File: config.mk
export PLATFORM = sky130hd
export DESIGN_NAME = fpu_arbiter
export DESIGN_NICKNAME = d
export VERILOG_FILES = /design/src/rtl/fpu_arbiter.sv
export SDC_FILE = /design/constraint.sdc
export NUM_CORES = 1
export LEC_CHECK = 0
export ABC_AREA = 1
export CAP_MARGIN = 20
export CELL_PAD_IN_SITES_DETAIL_PLACEMENT = 1
export CELL_PAD_IN_SITES_GLOBAL_PLACEMENT = 1
export CORE_ASPECT_RATIO = 0.9
export CORE_MARGIN = 4
export CORE_UTILIZATION = 28
export CTS_CLUSTER_DIAMETER = 50
export DETAILED_ROUTE_END_ITERATION = 10
export PLACE_DENSITY = 0.79
export SLEW_MARGIN = 20
export SYNTH_ARGS = -nofsm -noshare
export SYNTH_HDL_FRONTEND = slang
export SYNTH_SLANG_ARGS = --single-unit
File: constraint.sdc
create_clock -name clock100KHz -period 6.8 [get_ports clock100KHz]
set_input_delay 1.36 -clock clock100KHz [delete_from_list [all_inputs] [get_ports clock100KHz]]
set_output_delay 1.36 -clock clock100KHz [all_outputs]
set_load 0.02 [all_outputs]
File: src/rtl/fpu_arbiter.sv
// fpu_arbiter: round-robin share of one FPU between two requesters.
// Clean FPU restart per operation, fixed-latency result capture.
//
// Ports:
//   clock100KHz, reset         clock, async active-high reset
//   req_a_* / req_b_*          request channels (valid/ready, operands)
//   rsp_*                      response channel (valid/ready, id, data, status)
//   fpu_op_a/b, fpu_rst_n      drive the FPU operands and its active-low reset
//   fpu_data, fpu_status       FPU outputs, sampled after FPU_LAT wait cycles
//   busy                       high whenever not idle
module fpu_arbiter #(
   parameter int FPU_LAT = 70,
   parameter int CNT_W   = $clog2(FPU_LAT + 1)
) (
   input  logic        clock100KHz,
   input  logic        reset,
   input  logic        req_a_valid,
   output logic        req_a_ready,
   input  logic [31:0] req_a_op_a,
   input  logic [31:0] req_a_op_b,
   input  logic        req_b_valid,
   output logic        req_b_ready,
   input  logic [31:0] req_b_op_a,
   input  logic [31:0] req_b_op_b,
   output logic        rsp_valid,
   input  logic        rsp_ready,
   output logic        rsp_id,
   output logic [31:0] rsp_data,
   output logic [3:0]  rsp_status,
   output logic [31:0] fpu_op_a,
   output logic [31:0] fpu_op_b,
   output logic        fpu_rst_n,
   input  logic [31:0] fpu_data,
   input  logic [3:0]  fpu_status,
   output logic        busy
);

   localparam logic [1:0] S_IDLE   = 2'd0;
   localparam logic [1:0] S_LAUNCH = 2'd1;
   localparam logic [1:0] S_WAIT   = 2'd2;
   localparam logic [1:0] S_RESP   = 2'd3;

   logic [1:0]       r_state;
   logic [CNT_W-1:0] r_cnt;
   logic             r_last_grant;
   logic             r_id;
   logic             r_rsp_valid;
   logic [31:0]      r_rsp_data;
   logic [3:0]       r_rsp_status;
   logic [31:0]      r_op_a;
   logic [31:0]      r_op_b;
   logic             r_fpu_rst_n;

   logic w_idle;
   logic w_sel;
   logic w_ready_a;
   logic w_ready_b;
   logic w_accept;

   // Readies are gated by reset so every output reads zero while it is held.
   assign w_idle = (r_state == S_IDLE) && !reset;

   // One valid port wins outright; on contention the port that did not
   // win last time is selected.
   assign w_sel = (req_a_valid && req_b_valid) ? ~r_last_grant : req_b_valid;

   assign w_ready_a = w_idle && req_a_valid && !w_sel;
   assign w_ready_b = w_idle && req_b_valid &&  w_sel;
   assign w_accept  = w_ready_a || w_ready_b;

   always_ff @(posedge clock100KHz or posedge reset) begin
      if (reset) begin
         r_state      <= S_IDLE;
         r_cnt        <= '0;
         r_last_grant <= 1'b1;
         r_id         <= 1'b0;
         r_rsp_valid  <= 1'b0;
         r_rsp_data   <= '0;
         r_rsp_status <= '0;
         r_op_a       <= '0;
         r_op_b       <= '0;
         r_fpu_rst_n  <= 1'b0;
      end else begin
         unique case (r_state)
            S_IDLE: begin
               if (w_accept) begin
                  r_op_a       <= w_sel ? req_b_op_a : req_a_op_a;
                  r_op_b       <= w_sel ? req_b_op_b : req_a_op_b;
                  r_id         <= w_sel;
                  r_last_grant <= w_sel;
                  r_state      <= S_LAUNCH;
               end
            end
            S_LAUNCH: begin
               // FPU saw stable operands with reset held; release it now.
               r_cnt       <= CNT_W'(FPU_LAT);
               r_fpu_rst_n <= 1'b1;
               r_state     <= S_WAIT;
            end
            S_WAIT: begin
               if (r_cnt == '0) begin
                  r_rsp_data   <= fpu_data;
                  r_rsp_status <= fpu_status;
                  r_rsp_valid  <= 1'b1;
                  r_fpu_rst_n  <= 1'b0;
                  r_state      <= S_RESP;
               end else begin
                  r_cnt <= r_cnt - 1'b1;
               end
            end
            S_RESP: begin
               if (rsp_ready) begin
                  r_rsp_valid <= 1'b0;
                  r_state     <= S_IDLE;
               end
            end
            default: r_state <= S_IDLE;
         endcase
      end
   end

   assign req_a_ready = w_ready_a;
   assign req_b_ready = w_ready_b;
   assign rsp_valid   = r_rsp_valid;
   assign rsp_id      = r_id;
   assign rsp_data    = r_rsp_data;
   assign rsp_status  = r_rsp_status;
   assign fpu_op_a    = r_op_a;
   assign fpu_op_b    = r_op_b;
   assign fpu_rst_n   = r_fpu_rst_n;
   assign busy        = (r_state != S_IDLE);

endmodule
Yosys cells after proc, flatten, opt, wreduce, memory -nomap -nowiden
Cells that the tools add are included.

word-level totals
  memories = 0
  logic and storage cells = 53
  bits in latches = 0
  flip-flop bits (word level) = 113
  memory bits (writable) = 0
  memory bits (read-only) = 0

operators by class
  equality and inequality tests = 7
  bitwise operators = 1
  reduce and logical (&&, ||, !) cells = 20
  $lt $le $gt $ge = 0
  shift-type cells = 0
  $mul = 0
  add/sub/neg operators = 1
  divide/modulo/power cells = 0
  mux-type cells = 14

operator list
  operator             number
  $mux 32              2
  $pmux 7 s2           1
  $ne 2x2->1 const B   4
  $pmux 2 s4           1
  $reduce_and 2->1     4
  $logic_not 7->1      1
  $mux 7               1
  $sub 7x1->7 const B  1
  $logic_and 1x1->1    6
  $mux 2               3
  $reduce_and 3->1     2
  $reduce_bool 2->1    3
  $eq 2x2->1 const B   2
  $mux 1               4
  $pmux 1 s2           2
  $eq 2x1->1 const B   1
  $logic_not 1->1      2
  $logic_not 2->1      1
  $logic_or 1x1->1     1
  $not 1->1            1

Logic depth before layout (Yosys ltp)
Gate-level depths: netlist (run 1).

  depth in word-level cells = 7
  depth in mapped cells = 10
  depth with buffers taken out = 9

Worst setup path after synthesis (run 1)
No wires, ideal clock.

  kind = input-to-output
  start = input reset
  end = output req_a_ready
  arrival = 4.801 ns
  path buffers = 0
  slack = 0.639 ns
  cell stages on the path = 3
  cell sequence = inv_1 nand3_1 a21oi_1

between the ends
  word-level cells in the longest chain between the ends = 4

ends and longest elaborated chain
  element                          line  RTL
  from (decl)                      16    input logic reset,
  $logic_not 1->1 (no line)        n/a
  $logic_and 1x1->1                61    assign w_idle = (r_state == S_IDLE) && !reset;
  $logic_and 1x1->1 (2 in series)  67    assign w_ready_a = w_idle && req_a_valid && !w_sel;
  to (decl)                        18    output logic req_a_ready,

Every way passes these cells.

Final worst setup path (run 1)
  start = input reset
  end = output req_b_ready

between the ends
  word-level cells in the longest chain between the ends = 4

ends and longest elaborated chain
  element                          line  RTL
  $logic_not 1->1 (no line)        n/a
  $logic_and 1x1->1                61
  $logic_and 1x1->1 (2 in series)  68    assign w_ready_b = w_idle && req_b_valid && w_sel;
  to (decl)                        22    output logic req_b_ready,

Every way passes these cells.

==> flow_metrics.tcl, run 1 <==
set metrics [dict create \
    period_minus_slack_ps 4960 \
    setup.worst_path.end_class "output port" \
    die_h_um 139 \
    numCtsBuffers 17 \
    via_per_inst 4.40 \
    synth_area_leaders "dfrtp_1 (53%), nand2_1 (15%), o21ai_0 (6.4%), a21oi_1 (6.1%), inv_1 (5.2%)" \
    yosysWarnings 0 \
    cts_sinks 113 \
    dp_hpwl_um 13800 \
    grt_pass1_vias 5417 \
    grt_pass1_wl_um 29500 \
    gp_congestion 0.775 \
    yosysUniqueCellTypes 25 \
    seq_power_share 0.307 \
    worstMarginPinSlew_ps 792 \
    crit_top_cell "clkdlybuf4s50_1" \
    syn_avg_cell_area_um2 7.97 \
    overflow 0 \
    criticalPathCategory "in2out" \
    dp.cells 1153 \
    fillCellCount 2204 \
    p_sw_w 0.00151 \
    initial_core_util 0.286 \
    antenna_cells 0 \
    post_cts_resize_count 0 \
    path_max_fanout 55 \
    seq_area_frac_synth 0.534 \
    finish.instance_area_mm2 0.00872 \
    rr_worst_depth 7 \
    synth_fp_nets 839 \
    first_pass_iters 4 \
    max_stage_delay_ps 620 \
    cpMaxStageDelayCell "clkdlybuf4s50_1" \
    crit_arrival_ps 3600 \
    synth_top_area_frac 0.529 \
    cts.root.buffer_cell "clkbuf_16" \
    syn_inst 665 \
    h-tree-depth 4 \
    finalCritPeriodShare 0.729 \
    status "complete, no violations" \
    vdd_ir_drop_max_uv 207 \
    cpLargestDelayFamily "buffers and inverters" \
    ant_nets 0 \
    drv_slew 0 \
    vias 5206 \
    p_per_area_mw_per_mm2 442 \
    drt-wirelength-per-cell_um 15.6 \
    power_switching_share 0.392 \
    hold_class "reg2reg" \
    dieArea_mm2 0.0212 \
    nNetsFinal 1101 \
    dpl-instance-area_mm2 0.00817 \
    clock_path_buffers 2 \
    top_level_ports 275 \
    finClkSkew_ps 9.38 \
    drc_errors 0 \
    crit_cells 5 \
    synth-seq-cells 113 \
    drt_wl_total_um 18400 \
    fin_cells 1184 \
    rows 47 \
    pwr-share-clk 0.220 \
    clk_latency_ps 410 \
    drive_gt1_frac 0.0501 \
    rsz0062_at_grt "no" \
    crit_buf_inv 4 \
    maxCapViolCount 0 \
    cp.required_ps 5440 \
    p_leak_nw 4.00 \
    tns_ps 0 \
    hold_buffers 0 \
    die_w_um 153 \
    setup_slack_ps 1840 \
    crit_chain "clkdlybuf4s50_1 > inv_4 > nand4_1 > inv_1 > clkdlybuf4s50_1" \
    setup_viol 0 \
    fmax_mhz 202 \
    hold_viol_final 0 \
    syn-cell-area_mm2 0.00530 \
    syn2layout_area_growth_pct 64.4 \
    clkSlewWorstSetupHoldPaths_ps 60 \
    maxSlewHeadroom 0.472 \
    yosysTopAreaCell "dfrtp_1" \
    intPower_w 0.00234 \
    antenna_found_initial 0 \
    grt_max_degree 84 \
    combPwrFrac 0.474 \
    grt_usage 0.175 \
    core_mm2 0.0185 \
    critPathLaunchType "primary input" \
    numPortBuffers 274 \
    place_ws_ps 1760 \
    post_cts_buffers 0 \
    cts_tree "yes" \
    whs_path_depth 2 \
    drt_iter0_drc 208 \
]
worst paths after layout:
path / slack (ps) / to / startpoint
max in group asynchronous: 4090 / fpu_op_b[3]$_DFFE_PP0P_ / reset
min in group asynchronous: 1410 / rsp_data[12]$_DFFE_PP0P_ / reset
worst max register to register: 4240 / fpu_op_a[7]$_DFFE_PP0P_ / r_state[0]$_DFFE_PP0P_
worst min register to register: 470 / rsp_data[27]$_DFFE_PP0P_ / rsp_data[27]$_DFFE_PP0P_
worst max-delay path: 1840 / req_b_ready / reset
worst min-delay path: 470 / rsp_data[27]$_DFFE_PP0P_ / rsp_data[27]$_DFFE_PP0P_
synthesized netlist by cell type:
library cell and n:
nand3_1 9, buf_6 9, xor2_1 2, inv_4 1
a21boi_2 1, buf_2 16, nand4_1 4, buf_4 4
nand2_1 209, or2_2 1, nand3_4 1, o21ai_1 1
a21oi_1 65, inv_1 74, dfrtp_1 112, nand2_2 1
dfstp_2 1, clkbuf_1 6, o211ai_1 1, o21ai_0 68
nor2_2 3, ha_1 5, nor2_8 1, inv_2 2
nor2_1 68
metrics by stage:
step	hold slack (ps)	power [W]	utilization
2_1_floorplan	448	0.00214	-
3_3_place_gp	452	0.00299	0.441
3_5_place_dp	462	0.00304	0.441
4_1_cts	475	0.00392	0.471
5_1_grt	495	0.00414	0.471
6_report	469	0.00385	0.471
state kept, by name, summed over array words and instances, names as in the netlist:
register      flops
rsp_valid         1
rsp_id            1
r_cnt             7
r_state           2
fpu_op_b         32
rsp_status        4
r_last_grant      1
fpu_op_a         32
rsp_data         32
fpu_rst_n         1
worst reg2reg max path, stage by stage, from the launching register on:
cell	delay, ps
dfrtp_1	420
inv_1	100
ha_1	290
nand4_1	310
nand2_4	610
buf_4	530
nor2_1	90
a21oi_1	140
per-layer routing:
layer	vias up	share of wire	GRT usage
met5	-	0	0
met2	211	0.45	0.272
met1	2387	0.44	0.220
li1	2590	-	-
met3	18	0.10	0.0808
met4	0	0.012	0.0492
area by class of cell:
type | instances | area [um^2] | share of cell area
Inverter | 77 | 294 | 0.0337
Multi-Input combinational cell | 440 | 1960 | 0.225
Timing Repair Buffer | 278 | 2770 | 0.318
Clock inverter | 11 | 116 | 0.0133
Tap cell | 245 | 307 | 0.0352
Clock buffer | 20 | 437 | 0.0501
Sequential cell | 113 | 2830 | 0.324
power groups by stage:
stage | sequential [W] | clock, W | combinational [W]
6_report | 0.00118 | 0.000845 | 0.00182
5_1_grt | 0.00123 | 0.000908 | 0.00200
3_3_place_gp | 0.00117 | 0 | 0.00181
2_1_floorplan | 0.00153 | 0 | 0.000613
4_1_cts | 0.00119 | 0.000874 | 0.00186
3_5_place_dp | 0.00119 | 0 | 0.00186
layout by cell type, fill, tap and decap left out, types with 2 or more instances in the layout:
cell,instances
dfrtp_1,112
clkbuf_1,3
xor2_1,2
clkbuf_16,17
nand2_4,2
clkinv_2,5
nand3_1,9
inv_1,73
o21ai_0,68
inv_4,2
nor2_1,68
clkdlybuf4s50_1,274
ha_1,5
inv_2,2
nand2_1,207
nand4_1,4
clkinvlp_4,3
bufinv_16,2
nor2_2,3
a21oi_1,65
buf_4,4
logic make-up (layout without fill, tap and decap cells):
| kind of cell | after synthesis | in the layout | share of synthesized area |
|---|---|---|---|
| AO/OA/AOI/OAI | 136 | 136 | 0.130 |
| adder cells (fa/ha/maj) | 5 | 5 | 0.0118 |
| buffers and inverters | 112 | 386 | 0.0991 |
| AND/OR/NAND/NOR | 297 | 297 | 0.222 |
| XOR/XNOR | 2 | 2 | 0.00330 |
| flip-flops | 113 | 113 | 0.534 |
No activity file was read; power rests on OpenSTA's default activity.
==> inputs of run 2 (changes only) <==
clock period = 5.1 ns   (was 6.8 ns; I/O delays follow)
==> flow_metrics.tcl, run 2 (synthesis results as in run 1) <==
set metrics [dict create \
    status "complete, no violations" \
    grt_max_degree 82 \
    critPathLaunchType "primary input" \
    drc_errors 0 \
    finClkSkew_ps 6.90 \
    rsz0062_at_grt "no" \
    fillCellCount 2239 \
    core_mm2 0.0185 \
    p_leak_nw 4.03 \
    dp.cells 1155 \
    post_cts_resize_count 0 \
    numCtsBuffers 17 \
    overflow 0 \
    cpMaxStageDelayCell "clkdlybuf4s50_1" \
    cp.required_ps 4080 \
    gp_congestion 0.789 \
    hold_class "reg2reg" \
    rrSetupSlack_ps 2610 \
    worstHoldStart "rsp_data[27]$_DFFE_PP0P_" \
    worstMarginPinSlew_ps 780 \
    path_max_fanout 5 \
    timing.rr.start "r_state[0]$_DFFE_PP0P_" \
    clk_latency_ps 400 \
    final_cell_mix "clkdlybuf4s50_1 (274), nand2_1 (207), dfrtp_1 (112)" \
    drt_wl_total_um 19000 \
    crit_chain "clkdlybuf4s50_1 > clkinvlp_4 > nand3_1 > a21oi_1 > clkdlybuf4s50_1" \
    tns_ps 0 \
    final_util 0.474 \
    die_w_um 153 \
    dpl-instance-area_mm2 0.00818 \
    ant_nets 0 \
    finalCritPeriodShare 0.719 \
    maxCapViolCount 0 \
    drive_gt1_frac 0.0531 \
    h-tree-depth 4 \
    top_level_ports 275 \
    nNetsFinal 1103 \
    criticalPathCategory "in2out" \
    clock_path_buffers 2 \
    drt-wirelength-per-cell_um 16.0 \
    min_to "rsp_data[27]$_DFFE_PP0P_" \
    period_minus_slack_ps 3670 \
    antenna_found_initial 0 \
    initial_core_util 0.286 \
    cts.root.buffer_cell "clkbuf_16" \
    grt_pass1_wl_um 30900 \
    clkSlewWorstSetupHoldPaths_ps 50 \
    hold_buffers 0 \
    finish.instance_area_mm2 0.00878 \
    dp_hpwl_um 14100 \
    cts_sinks 113 \
    first_pass_iters 4 \
    p_per_area_mw_per_mm2 598 \
    crit_top_cell "clkdlybuf4s50_1" \
    dieArea_mm2 0.0212 \
    hold_viol_final 0 \
    setup_viol 0 \
    vdd_ir_drop_max_uv 287 \
    vias 5289 \
    die_h_um 139 \
    drv_slew 0 \
    whs_path_depth 2 \
    setup.worst_path.end_class "output port" \
    post_cts_buffers 0 \
    rows 47 \
    worstReg2RegEnd "fpu_op_a[17]$_DFFE_PP0P_" \
    drt_iter0_drc 216 \
    antenna_cells 0 \
    grt_pass1_vias 5619 \
    grt_usage 0.182 \
    total_power_w 0.00525 \
    max_stage_delay_ps 630 \
    crit_arrival_ps 2650 \
    fin_cells 1187 \
    via_per_inst 4.46 \
    rr_worst_depth 7 \
    cts_tree "yes" \
    fmax_mhz 273 \
    layout_commonest_cell "clkdlybuf4s50_1" \
    syn2layout_area_growth_pct 65.6 \
    numPortBuffers 274 \
    maxSlewHeadroom 0.480 \
]
run 2: changes by cell type in the layout (fill, tap and decap cells not counted), sizes merged:
cell / delta
buf: +2
clkbuf: +2
bufinv: +1
clkinv: -1
inv: -1
run 2: cell type report:
| class | count | area [um^2] | share of cell area |
|---|---|---|---|
| flip-flops and latches | 113 | 2830 | 0.322 |
| repair buffers | 280 | 2790 | 0.318 |
| multi-input cells | 440 | 1960 | 0.224 |
| clock buffers | 22 | 464 | 0.0529 |
| well taps | 245 | 307 | 0.0349 |
| inverters | 77 | 295 | 0.0336 |
| clock inverters | 10 | 134 | 0.0152 |
run 2: per-stage QoR:
stage,hold slack [ps],worst slack [ps]
after floorplan,448,701
after global placement,453,1450
after detailed placement,460,1430
after CTS,471,1410
after global routing,487,1350
final,467,1430
run 2: worst max-delay path: cells and delay by family:
kind / cells / cell delay, ps
compound gates: 1 / 190
buf+inv: 3 / 1240
simple gates: 1 / 190
run 2: worst max-delay path by stage:
stage	start	to	slack, ps	cells past startpoint
3_3_place_gp	reset	req_a_ready	1450	5
4_1_cts	reset	req_a_ready	1410	5
6_report	reset	req_a_ready	1430	5
5_1_grt	reset	req_b_ready	1350	5
2_1_floorplan	reset	req_b_ready	700	3
3_5_place_dp	reset	req_a_ready	1430	5
run 2: per-layer routing:
metal | global-route usage | vias up | part of all wire
met5 | 0 | - | 0
met3 | 0.0786 | 11 | 0.095
met2 | 0.290 | 205 | 0.47
met4 | 0.0488 | 0 | 0.0088
li1 | - | 2597 | -
met1 | 0.226 | 2476 | 0.43
run 2: power breakdown:
part,leakage [nW],switching [W],internal [W],total (W)
sequential,1.24,0.000245,0.00133,0.00157
combinational,2.50,0.00138,0.00109,0.00246
clock,0.290,0.000423,0.000791,0.00121
total,4.03,0.00205,0.00321,0.00525
